==> src/rtl/interrupt_request_arbiter_pkg.sv <==
// Shared types for the interrupt request arbiter.
// Vector select and arbiter state encodings.
package control_pkg;

  localparam int SYNC_STAGES_DEFAULT = 2;

  typedef enum logic [1:0] {
    VEC_NONE = 2'd0,
    VEC_NMI  = 2'd1,
    VEC_IRQ  = 2'd2
  } vector_sel_t;

  typedef enum logic [1:0] {
    ARB_IDLE    = 2'd0,
    ARB_ACK     = 2'd1,
    ARB_SERVICE = 2'd2
  } arb_state_t;

endpackage

==> src/rtl/interrupt_request_arbiter_if.sv <==
// Pin, decoder and vector-mux signals of the interrupt front end.
// master drives pins/decoder strobes; slave is the arbiter.
interface interrupt_request_arbiter_if;
  import control_pkg::*;

  logic        enableFFs;
  logic        nmiPin;
  logic        irqPin;
  logic        processStatusRegIFlag;
  logic        instructionBoundary;
  logic        vectorFetchDone;
  logic        synchronizedNMI;
  logic        nmiGenerated;
  logic        interruptAcknowleged;
  vector_sel_t vectorSelect;

  modport master (
    output enableFFs,
    output nmiPin,
    output irqPin,
    output processStatusRegIFlag,
    output instructionBoundary,
    output vectorFetchDone,
    input  synchronizedNMI,
    input  nmiGenerated,
    input  interruptAcknowleged,
    input  vectorSelect
  );

  modport slave (
    input  enableFFs,
    input  nmiPin,
    input  irqPin,
    input  processStatusRegIFlag,
    input  instructionBoundary,
    input  vectorFetchDone,
    output synchronizedNMI,
    output nmiGenerated,
    output interruptAcknowleged,
    output vectorSelect
  );

endinterface

==> src/rtl/interrupt_request_arbiter_sync_chain.sv <==
// Multi-flop synchroniser for one asynchronous pin.
// Free-running: clocks every cycle regardless of cycle enable.
module sync_chain #(
  parameter int   STAGES    = 2,
  parameter logic RESET_VAL = 1'b1
) (
  input  logic clk,
  input  logic nrst,
  input  logic d,
  output logic q
);

  logic [STAGES-1:0] ff;

  always_ff @(posedge clk or negedge nrst) begin
    if (!nrst) begin
      ff <= {STAGES{RESET_VAL}};
    end else begin
      ff <= {ff[STAGES-2:0], d};
    end
  end

  assign q = ff[STAGES-1];

endmodule

==> src/rtl/interrupt_request_arbiter.sv <==
// Interrupt front end: pin sync, NMI edge latch,
// NMI > IRQ arbitration at instruction boundaries.
module interrupt_request_arbiter
  import control_pkg::*;
#(
  parameter int SYNC_STAGES = SYNC_STAGES_DEFAULT
) (
  input logic                         clk,
  input logic                         nrst,
  interrupt_request_arbiter_if.slave  bus
);

  logic        nmiSync;
  logic        irqSync;
  logic        nmiHist;
  logic        nmiEdge;
  logic        irqPending;
  logic        nmiGen;
  logic        nmiGenNext;
  logic        ack;
  logic        ackNext;
  vector_sel_t vecSel;
  vector_sel_t vecNext;
  arb_state_t  state;
  arb_state_t  stateNext;

  sync_chain #(
    .STAGES    (SYNC_STAGES),
    .RESET_VAL (1'b1)
  ) uNmiSync (
    .clk  (clk),
    .nrst (nrst),
    .d    (bus.nmiPin),
    .q    (nmiSync)
  );

  sync_chain #(
    .STAGES    (SYNC_STAGES),
    .RESET_VAL (1'b1)
  ) uIrqSync (
    .clk  (clk),
    .nrst (nrst),
    .d    (bus.irqPin),
    .q    (irqSync)
  );

  assign nmiEdge    = nmiHist & ~nmiSync;
  assign irqPending = ~irqSync & ~bus.processStatusRegIFlag;

  always_comb begin
    stateNext  = state;
    vecNext    = vecSel;
    ackNext    = 1'b0;
    // A fresh edge in the clearing cycle wins over the clear.
    nmiGenNext = nmiEdge |
                 (nmiGen & ~(state == ARB_ACK && vecSel == VEC_NMI));
    unique case (state)
      ARB_IDLE: begin
        if (bus.instructionBoundary && (nmiGen || irqPending)) begin
          stateNext = ARB_ACK;
          ackNext   = 1'b1;
          vecNext   = nmiGen ? VEC_NMI : VEC_IRQ;
        end
      end
      ARB_ACK: begin
        stateNext = ARB_SERVICE;
      end
      ARB_SERVICE: begin
        if (bus.vectorFetchDone) begin
          stateNext = ARB_IDLE;
          vecNext   = VEC_NONE;
        end
      end
      default: begin
        stateNext = ARB_IDLE;
        vecNext   = VEC_NONE;
      end
    endcase
  end

  always_ff @(posedge clk or negedge nrst) begin
    if (!nrst) begin
      state   <= ARB_IDLE;
      vecSel  <= VEC_NONE;
      ack     <= 1'b0;
      nmiGen  <= 1'b0;
      nmiHist <= 1'b1;
    end else if (bus.enableFFs) begin
      state   <= stateNext;
      vecSel  <= vecNext;
      ack     <= ackNext;
      nmiGen  <= nmiGenNext;
      nmiHist <= nmiSync;
    end
  end

  assign bus.synchronizedNMI      = ~nmiSync;
  assign bus.nmiGenerated         = nmiGen;
  assign bus.interruptAcknowleged = ack;
  assign bus.vectorSelect         = vecSel;

endmodule

==> src/flat_wrapper.sv <==
// flat-port wrapper written by rule: the top's interface ports become plain ports
module interrupt_request_arbiter_flat import control_pkg::*;
#(
  parameter int SYNC_STAGES = SYNC_STAGES_DEFAULT
)
  (clk, nrst, bus_enableFFs, bus_nmiPin, bus_irqPin, bus_processStatusRegIFlag, bus_instructionBoundary, bus_vectorFetchDone, bus_synchronizedNMI, bus_nmiGenerated, bus_interruptAcknowleged, bus_vectorSelect);
  interrupt_request_arbiter_if bus_i ();
  input logic clk;
  input logic nrst;
  input wire logic [$bits(bus_i.enableFFs)-1:0] bus_enableFFs;
  input wire logic [$bits(bus_i.nmiPin)-1:0] bus_nmiPin;
  input wire logic [$bits(bus_i.irqPin)-1:0] bus_irqPin;
  input wire logic [$bits(bus_i.processStatusRegIFlag)-1:0] bus_processStatusRegIFlag;
  input wire logic [$bits(bus_i.instructionBoundary)-1:0] bus_instructionBoundary;
  input wire logic [$bits(bus_i.vectorFetchDone)-1:0] bus_vectorFetchDone;
  output wire logic [$bits(bus_i.synchronizedNMI)-1:0] bus_synchronizedNMI;
  output wire logic [$bits(bus_i.nmiGenerated)-1:0] bus_nmiGenerated;
  output wire logic [$bits(bus_i.interruptAcknowleged)-1:0] bus_interruptAcknowleged;
  output wire logic [$bits(bus_i.vectorSelect)-1:0] bus_vectorSelect;
  assign bus_i.enableFFs = bus_enableFFs;
  assign bus_i.nmiPin = bus_nmiPin;
  assign bus_i.irqPin = bus_irqPin;
  assign bus_i.processStatusRegIFlag = bus_processStatusRegIFlag;
  assign bus_i.instructionBoundary = bus_instructionBoundary;
  assign bus_i.vectorFetchDone = bus_vectorFetchDone;
  assign bus_synchronizedNMI = bus_i.synchronizedNMI;
  assign bus_nmiGenerated = bus_i.nmiGenerated;
  assign bus_interruptAcknowleged = bus_i.interruptAcknowleged;
  assign bus_vectorSelect = bus_i.vectorSelect;
  interrupt_request_arbiter #(.SYNC_STAGES(SYNC_STAGES)) u_core (.clk(clk), .nrst(nrst), .bus(bus_i));
endmodule
==> config.mk <==
export PLATFORM = sky130hd
export DESIGN_NAME = interrupt_request_arbiter_flat
export DESIGN_NICKNAME = d
export VERILOG_FILES = /design/src/rtl/interrupt_request_arbiter_pkg.sv /design/src/rtl/interrupt_request_arbiter_if.sv /design/src/rtl/interrupt_request_arbiter_sync_chain.sv /design/src/rtl/interrupt_request_arbiter.sv /design/src/flat_wrapper.sv
export SDC_FILE = /design/constraint.sdc
export NUM_CORES = 1
export LEC_CHECK = 0
export BUFFER_PORTS_ARGS = -buffer_cell sky130_fd_sc_hd__buf_2
export CAP_MARGIN = 20
export CORE_MARGIN = 4
export CORE_UTILIZATION = 25
export CTS_CLUSTER_DIAMETER = 40
export DETAILED_ROUTE_END_ITERATION = 8
export GPL_TIMING_DRIVEN = 0
export PLACE_DENSITY = 0.47
export SLEW_MARGIN = 20
export SYNTH_ARGS = -nofsm -noshare
export SYNTH_HDL_FRONTEND = slang
export SYNTH_SLANG_ARGS = --single-unit
==> constraint.sdc <==
create_clock -name clk -period 1.2 [get_ports clk]
set_clock_uncertainty 0.05 [all_clocks]
set_input_delay 0.06 -clock clk [delete_from_list [all_inputs] [get_ports clk]]
set_output_delay 0.06 -clock clk [all_outputs]
set_load 0.02 [all_outputs]
==> results.yml, run 1 <==
outcome:
  status: "complete, no violations"
sta:
  max_slew.worst_pin.slew_ps: 260
  fmax_ghz: 0.850
  setup_tns_ps: 0
  finalCriticalPeriod_ps: 1180
  rsz0062_at_grt: "true"
  slew_violations: 0
  setup_viol: 0
  setup_ws_ps: 23.8
  hold_slack_ps: 41.7
  period_share_pct: 98.0
  slew_headroom_pct: 82.6
  hold_viol_final: 0
worst_hold_path:
  hold_class: "in2reg"
global_route:
  grt_overflow: 0
  grt_max_degree: 12
  gr-usage-all-layers_pct: 7.83
  antenna_found_initial: 0
  grt_pass1_wl_mm: 1.45
  grt_pass1_vias: 345
synthesis:
  ys_seq_area_share_pct: 68.8
  synth_area_leader_cell: "dfrtp_1"
  synthSimpleGateAreaFrac_pct: 11.3
  synth.top_cells.by_count: "dfrtp_1 (6), dfstp_2 (5), inv_1 (3), o21ai_0 (3)"
  synth-async-reset-ratio_pct: 100
  muxShareOfSynthArea_pct: 2.75
  synth_edf_count: 0
  ys.warnings.count: 0
  synth_fp_nets: 38
  synth_top_family_by_area: "compound AO/OA/AOI/OAI gates"
  synthCells: 30
  ys.flop_type: "dfrtp_1"
  ys_top_cells_by_area: "dfrtp_1 (37%), dfstp_2 (32%), a32o_1 (4.9%)"
  synth-adder-area-share_pct: 0
  synth.avg_cell_area_um2: 13.6
  synth_cell_types: 15
  synth_compound_area_share_pct: 14.4
  synthXorXnorAreaFrac_pct: 0
  synth_area_um2: 409
  yosys.cell_count.top_type: "dfrtp_1"
  synth_seq_cells: 11
  synth.top_cell.area_share_pct: 36.7
detailed_routing:
  finalWirelength_um: 794
  drc: 0
  first_pass_iters: 2
  dr.first_iter.drc_count: 3
  routed-via-count: 311
  avgViaCountPerCell: 4.57
  ant_nets: 0
  wl_per_cell_um: 11.7
final_layout:
  multi_input_area_um2: 118
  utilization_pct: 37.4
  instances_no_fill: 68
  seq_area_um2: 282
  drive_above_1_share_pct: 55.8
  stdcell_area_um2: 571
  nets: 61
  nFillCells: 166
  antenna_cells: 0
  area_growth_pct: 39.4
power:
  seqPwrFrac_pct: 46.0
  p_int_mw: 0.787
  finalPower_mw: 1.16
  p_sw_share_pct: 32.4
  ir_worst_vdd_uv: 624
  p_sw_mw: 0.377
  pwr-share-comb_pct: 33.1
  clkPwrFrac_pct: 20.9
  p_leak_nw: 0.273
  p_per_area_nw_per_um2: 2040
worst_setup_path:
  startpoint_type: "flip-flop"
  critPathArrivalTime_ps: 1280
  crit_fanout: 3
  slowest_delay_ps: 380
  slowest_stage: "dfrtp_1"
  crit_chain: "and4bb_4 > nand2_2 > a32o_2"
  worstSetupPathType: "reg2reg"
  cp-end-kind: "flip-flop"
  crit_required_ps: 1310
floorplanning:
  start_util_pct: 26.8
  die-area_um2: 2350
  pin_count: 13
  die_w_um: 48.5
  placementRows: 14
  chipHeight_um: 48.5
  core-area_um2: 1520
clock_network:
  clockBufferDepth: 2
  cts_max_level: 1
  cts.sinks: 11
  cts_root_buffer: "clkbuf_4"
  numCtsBuffers: 3
  clkTransAtPathRegs_ps: 70
  cts_tree: "built"
  clock_latency_ps: 260
place:
  place_area_um2: 489
  finalWeightedCongestion: 0.672
  placed_cells: 58
  io_buffers: 12
  dp_worst_setup_slack_ps: -65.9
run:
  cap_violations: 0
final cells by class:
type | instances | share of cell area [%]
Tap cell | 16 | 3.51
Clock buffer | 3 | 3.95
Sequential cell | 11 | 49.3
Multi-Input combinational cell | 16 | 20.6
Timing Repair Buffer | 18 | 19.7
Inverter | 3 | 1.97
Clock inverter | 1 | 0.877
worst paths after layout:
| path | depth (start not counted) | start | slack (ps) | end |
|---|---|---|---|---|
| max | 3 | u_core.state[0] | 20 | u_core.bus.vectorSelect[0] |
| min | 2 | bus_enableFFs | 40 | u_core.state[0] |
| max reg2reg | 3 | u_core.state[0] | 20 | u_core.bus.vectorSelect[0] |
| min reg2reg | 0 | u_core.uIrqSync.ff[0] | 310 | u_core.uIrqSync.ff[1] |
| max in group asynchronous | 2 | nrst | 700 | u_core.nmiHist |
| min in group asynchronous | 2 | nrst | 140 | u_core.bus.vectorSelect[0] |
critical path: cells and delay by family (launching register included):
kind	cells	cell delay [ps]
AO/OA/AOI/OAI	1	240
flip-flops	1	380
AND/OR/NAND/NOR	2	390
registers in the layout, indices dropped and copies added (netlist names):
signal                           count
u_core.nmiHist                       1
u_core.uNmiSync.ff                   2
u_core.uIrqSync.ff                   2
u_core.bus.vectorSelect              2
u_core.state                         2
u_core.bus.interruptAcknowleged      1
u_core.bus.nmiGenerated              1
repair_timing:
item | CTS | global route
buffers inserted | 3 | 0
gates resized for setup | 0 | 1
hold buffers | 3 | 0
pin swaps | 1 | 2
setup endpoints to repair | 1 | 2
hold endpoints to repair | 13 | 0
power by group through the flow:
stage	Combinational (mW)	Clock [mW]	Sequential, mW
6_report	0.385	0.244	0.535
5_1_grt	0.419	0.274	0.552
4_1_cts	0.385	0.260	0.540
3_5_place_dp	0.312	0	0.562
3_3_place_gp	0.306	0	0.555
2_1_floorplan	0.134	0	0.617
cells by family after synthesis:
logic type | after synthesis
compound gates | 8
flops | 11
simple gates | 7
mux | 1
buf+inv | 3
layout by cell type (no fill, tap or decap), drive strengths merged:
cell type and count:
a21o 1, a22oi 1, a32o 2, and2 1, and4bb 1, buf 15
clkbuf 3, clkinv 1, dfrtp 6, dfstp 5, dlygate4sd3 3, inv 3
mux2 1, nand2 2, nand4 1, nor2 2, o211ai 1, o21ai 3
metal layers:
layer | up-vias | track usage (%) | wire length, µm
li1 | 150 | - | -
met1 | 150 | 9.25 | 331
met2 | 9 | 12.0 | 408
met3 | 2 | 2.45 | 50
met4 | 0 | 5.38 | 4
met5 | - | 0 | 0
Power figures use the tool's default switching activity.
==> run 2, diff against run 1 <==
- PLACE_DENSITY: 0.47 -> 0.45
- SLEW_MARGIN: 20 -> unset
- clock period: 1.2 -> 1.3 ns (I/O delays scaled with it)
==> run 2 against run 1 <==
  * Design area fell by 4.4%
  * Worst setup slack improved by 33 ps
  * Power decreased by 12%
  * Flip-flop and latch count is the same
  * Sequential power fell by 4.7%
  * Utilization down 1.6 points
  * Combinational power decreased by 25%
  * Critical path depth unchanged
  * Global-route usage decreased by 0.26 points
  * Critical endpoint unchanged
==> results.yml, run 2 (synthesized netlist as in run 1, its figures left out) <==
worst_setup_path:
  rr_startpoint: "u_core.state[0]"
  critPathArrivalTime_ps: 1350
  worstSetupPathType: "reg2reg"
  crit_required_ps: 1400
  reg2reg_depth: 3
  slowest_delay_ps: 420
  crit_fanout: 5
  timing.rr.end: "u_core.bus.vectorSelect[0]"
  rrSetupSlack_ps: 60
  crit_chain: "and4bb_4 > nand2_2 > a32o_1"
  startpoint_type: "flip-flop"
  slowest_stage: "dfrtp_1"
  cp-end-kind: "flip-flop"
power:
  p_leak_nw: 0.251
  finalPower_mw: 1.03
  p_per_area_nw_per_um2: 1880
  ir_worst_vdd_uv: 826
clock_network:
  clkTransAtPathRegs_ps: 70
  cts.sinks: 11
  numCtsBuffers: 3
  clockBufferDepth: 2
  clock_latency_ps: 260
  cts_max_level: 1
  cts_root_buffer: "clkbuf_4"
  cts_tree: "built"
final_layout:
  area_growth_pct: 33.3
  nFillCells: 159
  nets: 58
  seq_area_um2: 282
  most-common-layout-cells: "buf_2 (12), dfrtp_1 (6), dfstp_2 (5)"
  multi_input_area_um2: 116
  drive_above_1_share_pct: 49.0
  final_common_cell: "buf_2"
  antenna_cells: 0
  instances_no_fill: 65
sta:
  slew_violations: 0
  hold_slack_ps: 38.9
  fmax_ghz: 0.804
  rsz0062_at_grt: "false"
  finalCriticalPeriod_ps: 1240
  period_share_pct: 95.7
  slew_headroom_pct: 83.4
  setup_tns_ps: 0
  hold_viol_final: 0
  max_slew.worst_pin.slew_ps: 248
  setup_viol: 0
floorplanning:
  die-area_um2: 2350
  chipHeight_um: 48.5
  core-area_um2: 1520
  die_w_um: 48.5
  pin_count: 13
  start_util_pct: 26.8
  placementRows: 14
detailed_routing:
  dr.first_iter.drc_count: 7
  drc: 0
  routed-via-count: 304
  first_pass_iters: 4
  wl_per_cell_um: 11.6
  finalWirelength_um: 752
  ant_nets: 0
  avgViaCountPerCell: 4.68
global_route:
  grt_max_degree: 12
  gr-usage-all-layers_pct: 7.57
  grt_overflow: 0
  antenna_found_initial: 0
  grt_pass1_wl_mm: 1.41
  grt_pass1_vias: 337
worst_hold_path:
  hold_class: "in2reg"
  hold_path_depth: 4
  hold_start: "bus_processStatusRegIFlag"
  holdPathEnd: "u_core.bus.vectorSelect[1]"
place:
  finalWeightedCongestion: 0.655
  placed_cells: 58
  place_hpwl_um: 586
  io_buffers: 12
outcome:
  status: "complete, no violations"
run:
  cap_violations: 0
==> run 2: critical path, delay by kind of cell (launching register included) <==
family | cells | cell delay, ps
flip-flops | 1 | 420
AO/OA/AOI/OAI | 1 | 240
AND/OR/NAND/NOR | 2 | 420
==> run 2: what timing repair did <==
item / CTS / global route
hold buffers: 3 / 0
buffers inserted: 0 / 0
resized for setup: 0 / 0
hold endpoints to repair: 13 / 0
==> run 2: cell type report <==
class / instances / area share [%]
sequential: 11 / 51.6
multi-input combinational: 16 / 21.3
timing repair buffer: 15 / 16.5
clock buffer: 4 / 4.82
tap: 16 / 3.67
inverter: 3 / 2.06
==> run 2: layer usage <==
layer	GRT usage [%]	wire length [µm]	share of wire [%]	up-vias
li1	-	-	-	145
met5	0	0	0	-
met4	5.38	12	1.6	0
met3	2.45	62	8.2	2
met2	10.4	350	47	14
met1	9.81	326	43	143
==> run 2: through the flow <==
step	instance area [µm²]	util, %	setup WS, ps
after CTS	546	35.8	44.1
after detailed placement	489	32.1	48.4
after global placement	489	32.1	74.5
after floorplan	409	-	115
after global routing	546	35.8	20.7
final	546	35.8	56.5
==> run 2: power by group <==
part           switching, mW  leakage [nW]  internal [mW]
clock network          0.108        0.0150          0.119
registers             0.0736         0.126          0.437
logic                  0.153         0.110          0.136
total                  0.335         0.251          0.691
==> run 2: worst max path at each step <==
stage / start / endpoint / slack (ps) / cells past startpoint
CTS: u_core.state[0] / u_core.bus.vectorSelect[0] / 40 / 3
global route: u_core.state[0] / u_core.bus.vectorSelect[0] / 20 / 3
global placement: u_core.state[0] / u_core.bus.vectorSelect[0] / 70 / 3
floorplan: u_core.state[0] / u_core.bus.vectorSelect[0] / 120 / 3
finish: u_core.state[0] / u_core.bus.vectorSelect[0] / 60 / 3
detailed placement: u_core.state[0] / u_core.bus.vectorSelect[0] / 50 / 3
